### src/rtl/mem_port_arbiter_if.sv
// Bundle of the fetch, data and SRAM-side signals of the shared memory port.
// slave:  the arbiter's view (requests and SRAM read data in, completions and SRAM controls out).
// master: the pipeline/SRAM side of the same wires.
interface mem_port_arbiter_if #(
    parameter int unsigned ADDR_W = 14,
    parameter int unsigned DATA_W = 32
);
    // Instruction fetch port
    logic              if_req;
    logic [ADDR_W-1:0] if_addr;
    logic [DATA_W-1:0] if_rdata;
    logic              if_valid;
    logic              if_stall;

    // Data (MEM stage) port
    logic              dm_req;
    logic [3:0]        dm_we;
    logic [ADDR_W-1:0] dm_addr;
    logic [DATA_W-1:0] dm_wdata;
    logic [DATA_W-1:0] dm_rdata;
    logic              dm_valid;
    logic              dm_stall;

    // Single-port SRAM
    logic              mem_cs;
    logic              mem_oe;
    logic [3:0]        mem_web;
    logic [ADDR_W-1:0] mem_addr;
    logic [DATA_W-1:0] mem_di;
    logic [DATA_W-1:0] mem_do;

    modport slave (
        input  if_req, if_addr, dm_req, dm_we, dm_addr, dm_wdata, mem_do,
        output if_rdata, if_valid, if_stall, dm_rdata, dm_valid, dm_stall,
        output mem_cs, mem_oe, mem_web, mem_addr, mem_di
    );

    modport master (
        output if_req, if_addr, dm_req, dm_we, dm_addr, dm_wdata, mem_do,
        input  if_rdata, if_valid, if_stall, dm_rdata, dm_valid, dm_stall,
        input  mem_cs, mem_oe, mem_web, mem_addr, mem_di
    );
endinterface

### src/rtl/mem_port_arbiter.sv
// Arbiter sharing one single-port synchronous SRAM between instruction fetch (read-only)
// and the MEM stage (read/write). One access in flight at a time; DM has fixed priority.
// Each access: issue in IDLE, READ_LAT wait cycles for reads, one DONE cycle for the pulse.
// READ_LAT legal range is 1..4.
module mem_port_arbiter #(
    parameter int unsigned ADDR_W   = 14,
    parameter int unsigned DATA_W   = 32,
    parameter int unsigned READ_LAT = 1
) (
    input logic            clk,
    input logic            rst,
    mem_port_arbiter_if.slave bus
);
    localparam logic [1:0] IDLE    = 2'd0;
    localparam logic [1:0] RD_WAIT = 2'd1;
    localparam logic [1:0] DONE    = 2'd2;

    localparam logic [1:0] GNT_NONE = 2'd0;
    localparam logic [1:0] GNT_IF   = 2'd1;
    localparam logic [1:0] GNT_DM   = 2'd2;

    logic [1:0]        state_q, state_d;
    logic [2:0]        cnt_q, cnt_d;
    logic [1:0]        gnt_q, gnt_d;
    logic [DATA_W-1:0] if_rdata_q, if_rdata_d;
    logic [DATA_W-1:0] dm_rdata_q, dm_rdata_d;

    logic              issue_cs;
    logic              issue_oe;
    logic [3:0]        issue_web;
    logic [ADDR_W-1:0] issue_addr;
    logic [DATA_W-1:0] issue_di;

    // Next-state logic and combinational SRAM issue, which only ever happens in IDLE.
    always_comb begin
        state_d    = state_q;
        cnt_d      = cnt_q;
        gnt_d      = gnt_q;
        if_rdata_d = if_rdata_q;
        dm_rdata_d = dm_rdata_q;
        issue_cs   = 1'b0;
        issue_oe   = 1'b0;
        issue_web  = 4'hF;
        issue_addr = '0;
        issue_di   = '0;

        case (state_q)
            IDLE: begin
                gnt_d = GNT_NONE;
                // No issue while reset is held, so the SRAM stays quiet during reset.
                if (rst) begin
                    if (bus.dm_req) begin
                        gnt_d      = GNT_DM;
                        issue_cs   = 1'b1;
                        issue_addr = bus.dm_addr;
                        issue_di   = bus.dm_wdata;
                        if (bus.dm_we != 4'b0000) begin
                            issue_web = ~bus.dm_we;
                            state_d   = DONE;
                        end else begin
                            issue_oe = 1'b1;
                            cnt_d    = 3'(READ_LAT);
                            state_d  = RD_WAIT;
                        end
                    end else if (bus.if_req) begin
                        gnt_d      = GNT_IF;
                        issue_cs   = 1'b1;
                        issue_oe   = 1'b1;
                        issue_addr = bus.if_addr;
                        cnt_d      = 3'(READ_LAT);
                        state_d    = RD_WAIT;
                    end
                end
            end
            RD_WAIT: begin
                cnt_d = cnt_q - 3'd1;
                if (cnt_q == 3'd1) begin
                    state_d = DONE;
                    // A withdrawn (flushed) request leaves its rdata untouched.
                    if (gnt_q == GNT_IF && bus.if_req) begin
                        if_rdata_d = bus.mem_do;
                    end
                    if (gnt_q == GNT_DM && bus.dm_req) begin
                        dm_rdata_d = bus.mem_do;
                    end
                end
            end
            DONE: begin
                state_d = IDLE;
            end
            default: begin
                state_d = IDLE;
            end
        endcase
    end

    // State registers with synchronous active-low reset; an in-flight read is dropped.
    always_ff @(posedge clk) begin
        if (!rst) begin
            state_q    <= IDLE;
            cnt_q      <= 3'd0;
            gnt_q      <= GNT_NONE;
            if_rdata_q <= '0;
            dm_rdata_q <= '0;
        end else begin
            state_q    <= state_d;
            cnt_q      <= cnt_d;
            gnt_q      <= gnt_d;
            if_rdata_q <= if_rdata_d;
            dm_rdata_q <= dm_rdata_d;
        end
    end

    assign bus.mem_cs   = issue_cs;
    assign bus.mem_oe   = issue_oe;
    assign bus.mem_web  = issue_web;
    assign bus.mem_addr = issue_addr;
    assign bus.mem_di   = issue_di;

    // Completion pulses only for a requester that is still asking; stalls drop with the pulse.
    assign bus.if_valid = (state_q == DONE) && (gnt_q == GNT_IF) && bus.if_req;
    assign bus.dm_valid = (state_q == DONE) && (gnt_q == GNT_DM) && bus.dm_req;
    assign bus.if_stall = bus.if_req & ~bus.if_valid;
    assign bus.dm_stall = bus.dm_req & ~bus.dm_valid;

    assign bus.if_rdata = if_rdata_q;
    assign bus.dm_rdata = dm_rdata_q;
endmodule

### src/flat_wrapper.sv
// flat-port wrapper written by rule: the top's interface ports become plain ports
module mem_port_arbiter_flat 
#(
    parameter int unsigned ADDR_W   = 14,
    parameter int unsigned DATA_W   = 32,
    parameter int unsigned READ_LAT = 1
)
  (clk, rst, bus_if_req, bus_if_addr, bus_dm_req, bus_dm_we, bus_dm_addr, bus_dm_wdata, bus_mem_do, bus_if_rdata, bus_if_valid, bus_if_stall, bus_dm_rdata, bus_dm_valid, bus_dm_stall, bus_mem_cs, bus_mem_oe, bus_mem_web, bus_mem_addr, bus_mem_di);
  mem_port_arbiter_if #(.ADDR_W(ADDR_W), .DATA_W(DATA_W)) bus_i ();
  input logic clk;
  input logic rst;
  input wire logic [$bits(bus_i.if_req)-1:0] bus_if_req;
  input wire logic [$bits(bus_i.if_addr)-1:0] bus_if_addr;
  input wire logic [$bits(bus_i.dm_req)-1:0] bus_dm_req;
  input wire logic [$bits(bus_i.dm_we)-1:0] bus_dm_we;
  input wire logic [$bits(bus_i.dm_addr)-1:0] bus_dm_addr;
  input wire logic [$bits(bus_i.dm_wdata)-1:0] bus_dm_wdata;
  input wire logic [$bits(bus_i.mem_do)-1:0] bus_mem_do;
  output wire logic [$bits(bus_i.if_rdata)-1:0] bus_if_rdata;
  output wire logic [$bits(bus_i.if_valid)-1:0] bus_if_valid;
  output wire logic [$bits(bus_i.if_stall)-1:0] bus_if_stall;
  output wire logic [$bits(bus_i.dm_rdata)-1:0] bus_dm_rdata;
  output wire logic [$bits(bus_i.dm_valid)-1:0] bus_dm_valid;
  output wire logic [$bits(bus_i.dm_stall)-1:0] bus_dm_stall;
  output wire logic [$bits(bus_i.mem_cs)-1:0] bus_mem_cs;
  output wire logic [$bits(bus_i.mem_oe)-1:0] bus_mem_oe;
  output wire logic [$bits(bus_i.mem_web)-1:0] bus_mem_web;
  output wire logic [$bits(bus_i.mem_addr)-1:0] bus_mem_addr;
  output wire logic [$bits(bus_i.mem_di)-1:0] bus_mem_di;
  assign bus_i.if_req = bus_if_req;
  assign bus_i.if_addr = bus_if_addr;
  assign bus_i.dm_req = bus_dm_req;
  assign bus_i.dm_we = bus_dm_we;
  assign bus_i.dm_addr = bus_dm_addr;
  assign bus_i.dm_wdata = bus_dm_wdata;
  assign bus_i.mem_do = bus_mem_do;
  assign bus_if_rdata = bus_i.if_rdata;
  assign bus_if_valid = bus_i.if_valid;
  assign bus_if_stall = bus_i.if_stall;
  assign bus_dm_rdata = bus_i.dm_rdata;
  assign bus_dm_valid = bus_i.dm_valid;
  assign bus_dm_stall = bus_i.dm_stall;
  assign bus_mem_cs = bus_i.mem_cs;
  assign bus_mem_oe = bus_i.mem_oe;
  assign bus_mem_web = bus_i.mem_web;
  assign bus_mem_addr = bus_i.mem_addr;
  assign bus_mem_di = bus_i.mem_di;
  mem_port_arbiter #(.ADDR_W(ADDR_W), .DATA_W(DATA_W), .READ_LAT(READ_LAT)) u_core (.clk(clk), .rst(rst), .bus(bus_i));
endmodule
### config.mk
export PLATFORM = sky130hd
export DESIGN_NAME = mem_port_arbiter_flat
export DESIGN_NICKNAME = d
export VERILOG_FILES = /design/src/rtl/mem_port_arbiter_if.sv /design/src/rtl/mem_port_arbiter.sv /design/src/flat_wrapper.sv
export SDC_FILE = /design/constraint.sdc
export NUM_CORES = 1
export LEC_CHECK = 0
export CAP_MARGIN = 10
export CORE_AREA = 2 2 90 114
export CTS_BUF_LIST = sky130_fd_sc_hd__clkbuf_8
export DETAILED_ROUTE_END_ITERATION = 12
export DIE_AREA = 0 0 92 116
export PLACE_DENSITY = 0.78
export SYNTH_ARGS = -nofsm -noshare
export SYNTH_HDL_FRONTEND = slang
export SYNTH_SLANG_ARGS = --single-unit
### constraint.sdc
create_clock -name clk -period 1.68 [get_ports clk]
set_clock_uncertainty 0.05 [all_clocks]
set_input_delay 0.336 -clock clk [delete_from_list [all_inputs] [get_ports clk]]
set_output_delay 0.336 -clock clk [all_outputs]
set_load 0.01 [all_outputs]
==> out/qor.txt <==
Clock insertion delay at the later pin of the skew report: 0.34 ns
CTS root buf: clkbuf_8
Switch share: 0.279
Post-Synth Simple-Gate Area: 0.243
Worst min path class: reg -> reg
CTS Hold Buffers Added: 0
Register area share after synthesis: 0.433
Largest fanout on the critical path: 9
Vias in the first global route: 4004
Endpoints failing setup: 56
Worst VDD drop: 0.297 mV
Max-Slew Margin vs Limit: 0.649
Internal cell power: 2.81 mW
R2R setup slack: 0.08 ns
Port Buffers: 219
Post-synth EDFFs: 0
WL/cell: 17.2 um
Util after Layout: 0.671
Status: finished, violations left
Max clock buf depth: 2
Mapped cell area: 3280 um^2
Seq pwr share: 0.440
Clock buffer count from CTS: 9
Gp weighted congestion: 0.824
Combinational power share: 0.282
Synth Area in XOR/XNOR: 0
Worst-margin pin slew: 0.526 ns
GRT Util Overall: 0.234
Post-route setup slack: -0.415 ns
Remaining Overflow, GRT: 0
Mapped Cells: 421
Fillers: 742
Post-synthesis adder-cell area fraction: 0.00762
Main flop type after synthesis: dfxtp_1
Commonest non-fill, non-tap cell in the layout: clkdlybuf4s50_1
Syn. warnings: 0
Leak: 2.44 nW
DIE WIDTH: 92 um
Largest net degree at the start of global routing: 71
Detailed Routing Iterations Pass 1: 4
Final wirelength: 13600 um
Max_cap viols: 0
Final Cycle Share: 1.25
Starting density of the core: 0.345
Vias: 4177
Failing checks: negative setup slack
NetSw: 1.09 mW
Fin Setup TNS: -19.60 ns
Total I/O pin count: 220
Mux cell area share after synthesis: 0
Syn Nets: 523
Avg Cell Area, Syn: 7.80 um^2
Die Y: 116 um
First-pass GRT wire length: 19700 um
Critical path required time: 1.29 ns
Crit end category: output port
Detail Route Antenna Nets: 0
DRC: 0
WS Path Type: reg -> out
Die Area: 10700 um^2
Netlist cell types: 33
DR iter-0 viols: 235
Power share of the clock group: 0.277
Minimum clock period: 2.09 ns
Via/cell ratio: 5.29
Pins Over Slew Limit: 0
Largest family of logic cells by synthesized area: compound AO/OA/AOI/OAI gates
Most frequent cells in the layout: 154 x clkdlybuf4s50_1, 69 x dfxtp_1, 68 x a21oi_1
Arr. time, crit path: 1.71 ns
Asr flop ratio synth: 0
# diodes: 0
Rows: 40
Fin. Hold Viols: 0
Startpoint types: flip-flop
CTS tree: done
Design Power: 3.90 mW
Core Region: 9510 um^2
Max Clk Rate: 0.477 GHz
Sink Count: 71
DP HPWL: 9350 um
Initial antenna violation count: 0
H-tree depth: 3
Synth Area in Compound Gates: 0.252
Yosys reg bits: 71
Area Overhead vs Synth: 94.2%
Layout cell share with drive strength beyond 1: 0.255
RSZ-0062 raised after global routing: yes
Power per cell area: 612 nW/um^2
CTS clk-pin slew, worst paths: 0.07 ns
Nets: 763
critical path: stages, from the launching register on:
cell and delay (ns):
dfxtp_4 0.35, or3b_4 0.39, nor2_4 0.11, buf_6 0.15
buf_16 0.12, and2_4 0.12, buf_2 0.12
layer usage:
metal	GRT usage	vias to the layer above	routed length, um
li1	-	1972	-
met1	0.252	1968	4900
met2	0.423	208	7080
met3	0.0787	29	1240
met4	0.0915	0	362
met5	0	-	0
power groups by stage:
stage               combinational (mW)  sequential, mW  clock, mW
floorplan                        0.315            1.76          0
global placement                 0.866            1.75          0
detailed placement               0.877            1.76          0
CTS                              0.941            1.72       1.11
global route                      1.17            1.72       1.20
finish                            1.10            1.72       1.08
cell type report:
cell class	instances	area [um^2]	share of cell area
repair buffers	273	2730	0.427
multi-input cells	302	1910	0.299
flip-flops and latches	71	1430	0.224
well taps	126	158	0.0247
clock buffers	9	124	0.0194
clock inverters	5	21.3	0.00333
inverters	4	17.5	0.00275
through the flow:
step	worst slack [ns]	hold WS, ns	instance area (um^2)	std cells
3_5_place_dp	-0.988	0.416	5790	757
3_3_place_gp	-0.952	0.412	5790	757
4_1_cts	-0.438	0.426	6010	785
5_1_grt	-0.490	0.453	6380	790
6_report	-0.415	0.426	6380	790
2_1_floorplan	0.0461	0.420	3280	421
logic make-up (layout without fill, tap and decap cells):
family,Yosys count,in the layout
AO/OA/AOI/OAI,155,155
AND/OR/NAND/NOR,145,145
flip-flops,71,71
buffers and inverters,48,291
adder cells (fa/ha/maj),2,2
registers in the layout (all words and copies together), names as in the netlist:
signal               count
u_core.gnt_q             2
u_core.cnt_q             3
u_core.state_q           2
u_core.bus.dm_rdata     32
u_core.bus.if_rdata     32
worst paths after layout:
path / cells past startpoint / to / startpoint
setup reg to reg: 6 / u_core.bus.dm_rdata[22]$_SDFFE_PN0P_ / u_core.state_q[1]$_SDFFE_PN0P_
hold reg to reg: 2 / u_core.bus.if_rdata[31]$_SDFFE_PN0P_ / u_core.bus.if_rdata[31]$_SDFFE_PN0P_
hold / removal: 2 / u_core.bus.if_rdata[31]$_SDFFE_PN0P_ / u_core.bus.if_rdata[31]$_SDFFE_PN0P_
setup / recovery: 6 / bus_mem_di[11] / u_core.state_q[1]$_SDFFE_PN0P_
what timing repair did:
| item | in CTS | in global routing |
|---|---|---|
| resized for setup | 282 | 68 |
| endpoints found under the hold margin | 0 | 0 |
| gates cloned | 3 | 2 |
| pin swaps | 10 | 27 |
| endpoints found under the setup margin | 74 | 59 |
| setup buffers | 11 | 5 |
Yosys cell counts (2+ instances only):
cell type | instances | share of area
clkbuf_1 | 24 | 0.027
nor2_1 | 18 | 0.021
clkbuf_2 | 4 | 0.0061
nand2_1 | 8 | 0.0091
and3b_1 | 2 | 0.0053
buf_1 | 2 | 0.0023
and2_1 | 34 | 0.065
inv_1 | 3 | 0.0034
a21oi_1 | 69 | 0.11
buf_4 | 4 | 0.0091
o21ai_0 | 67 | 0.10
nor2b_1 | 4 | 0.0076
nand3_1 | 65 | 0.099
buf_2 | 10 | 0.015
a22oi_1 | 14 | 0.032
ha_1 | 2 | 0.0076
nor4b_1 | 2 | 0.0053
dfxtp_1 | 71 | 0.43
nand3b_1 | 4 | 0.0091
(Power assumes the default switching activity.)
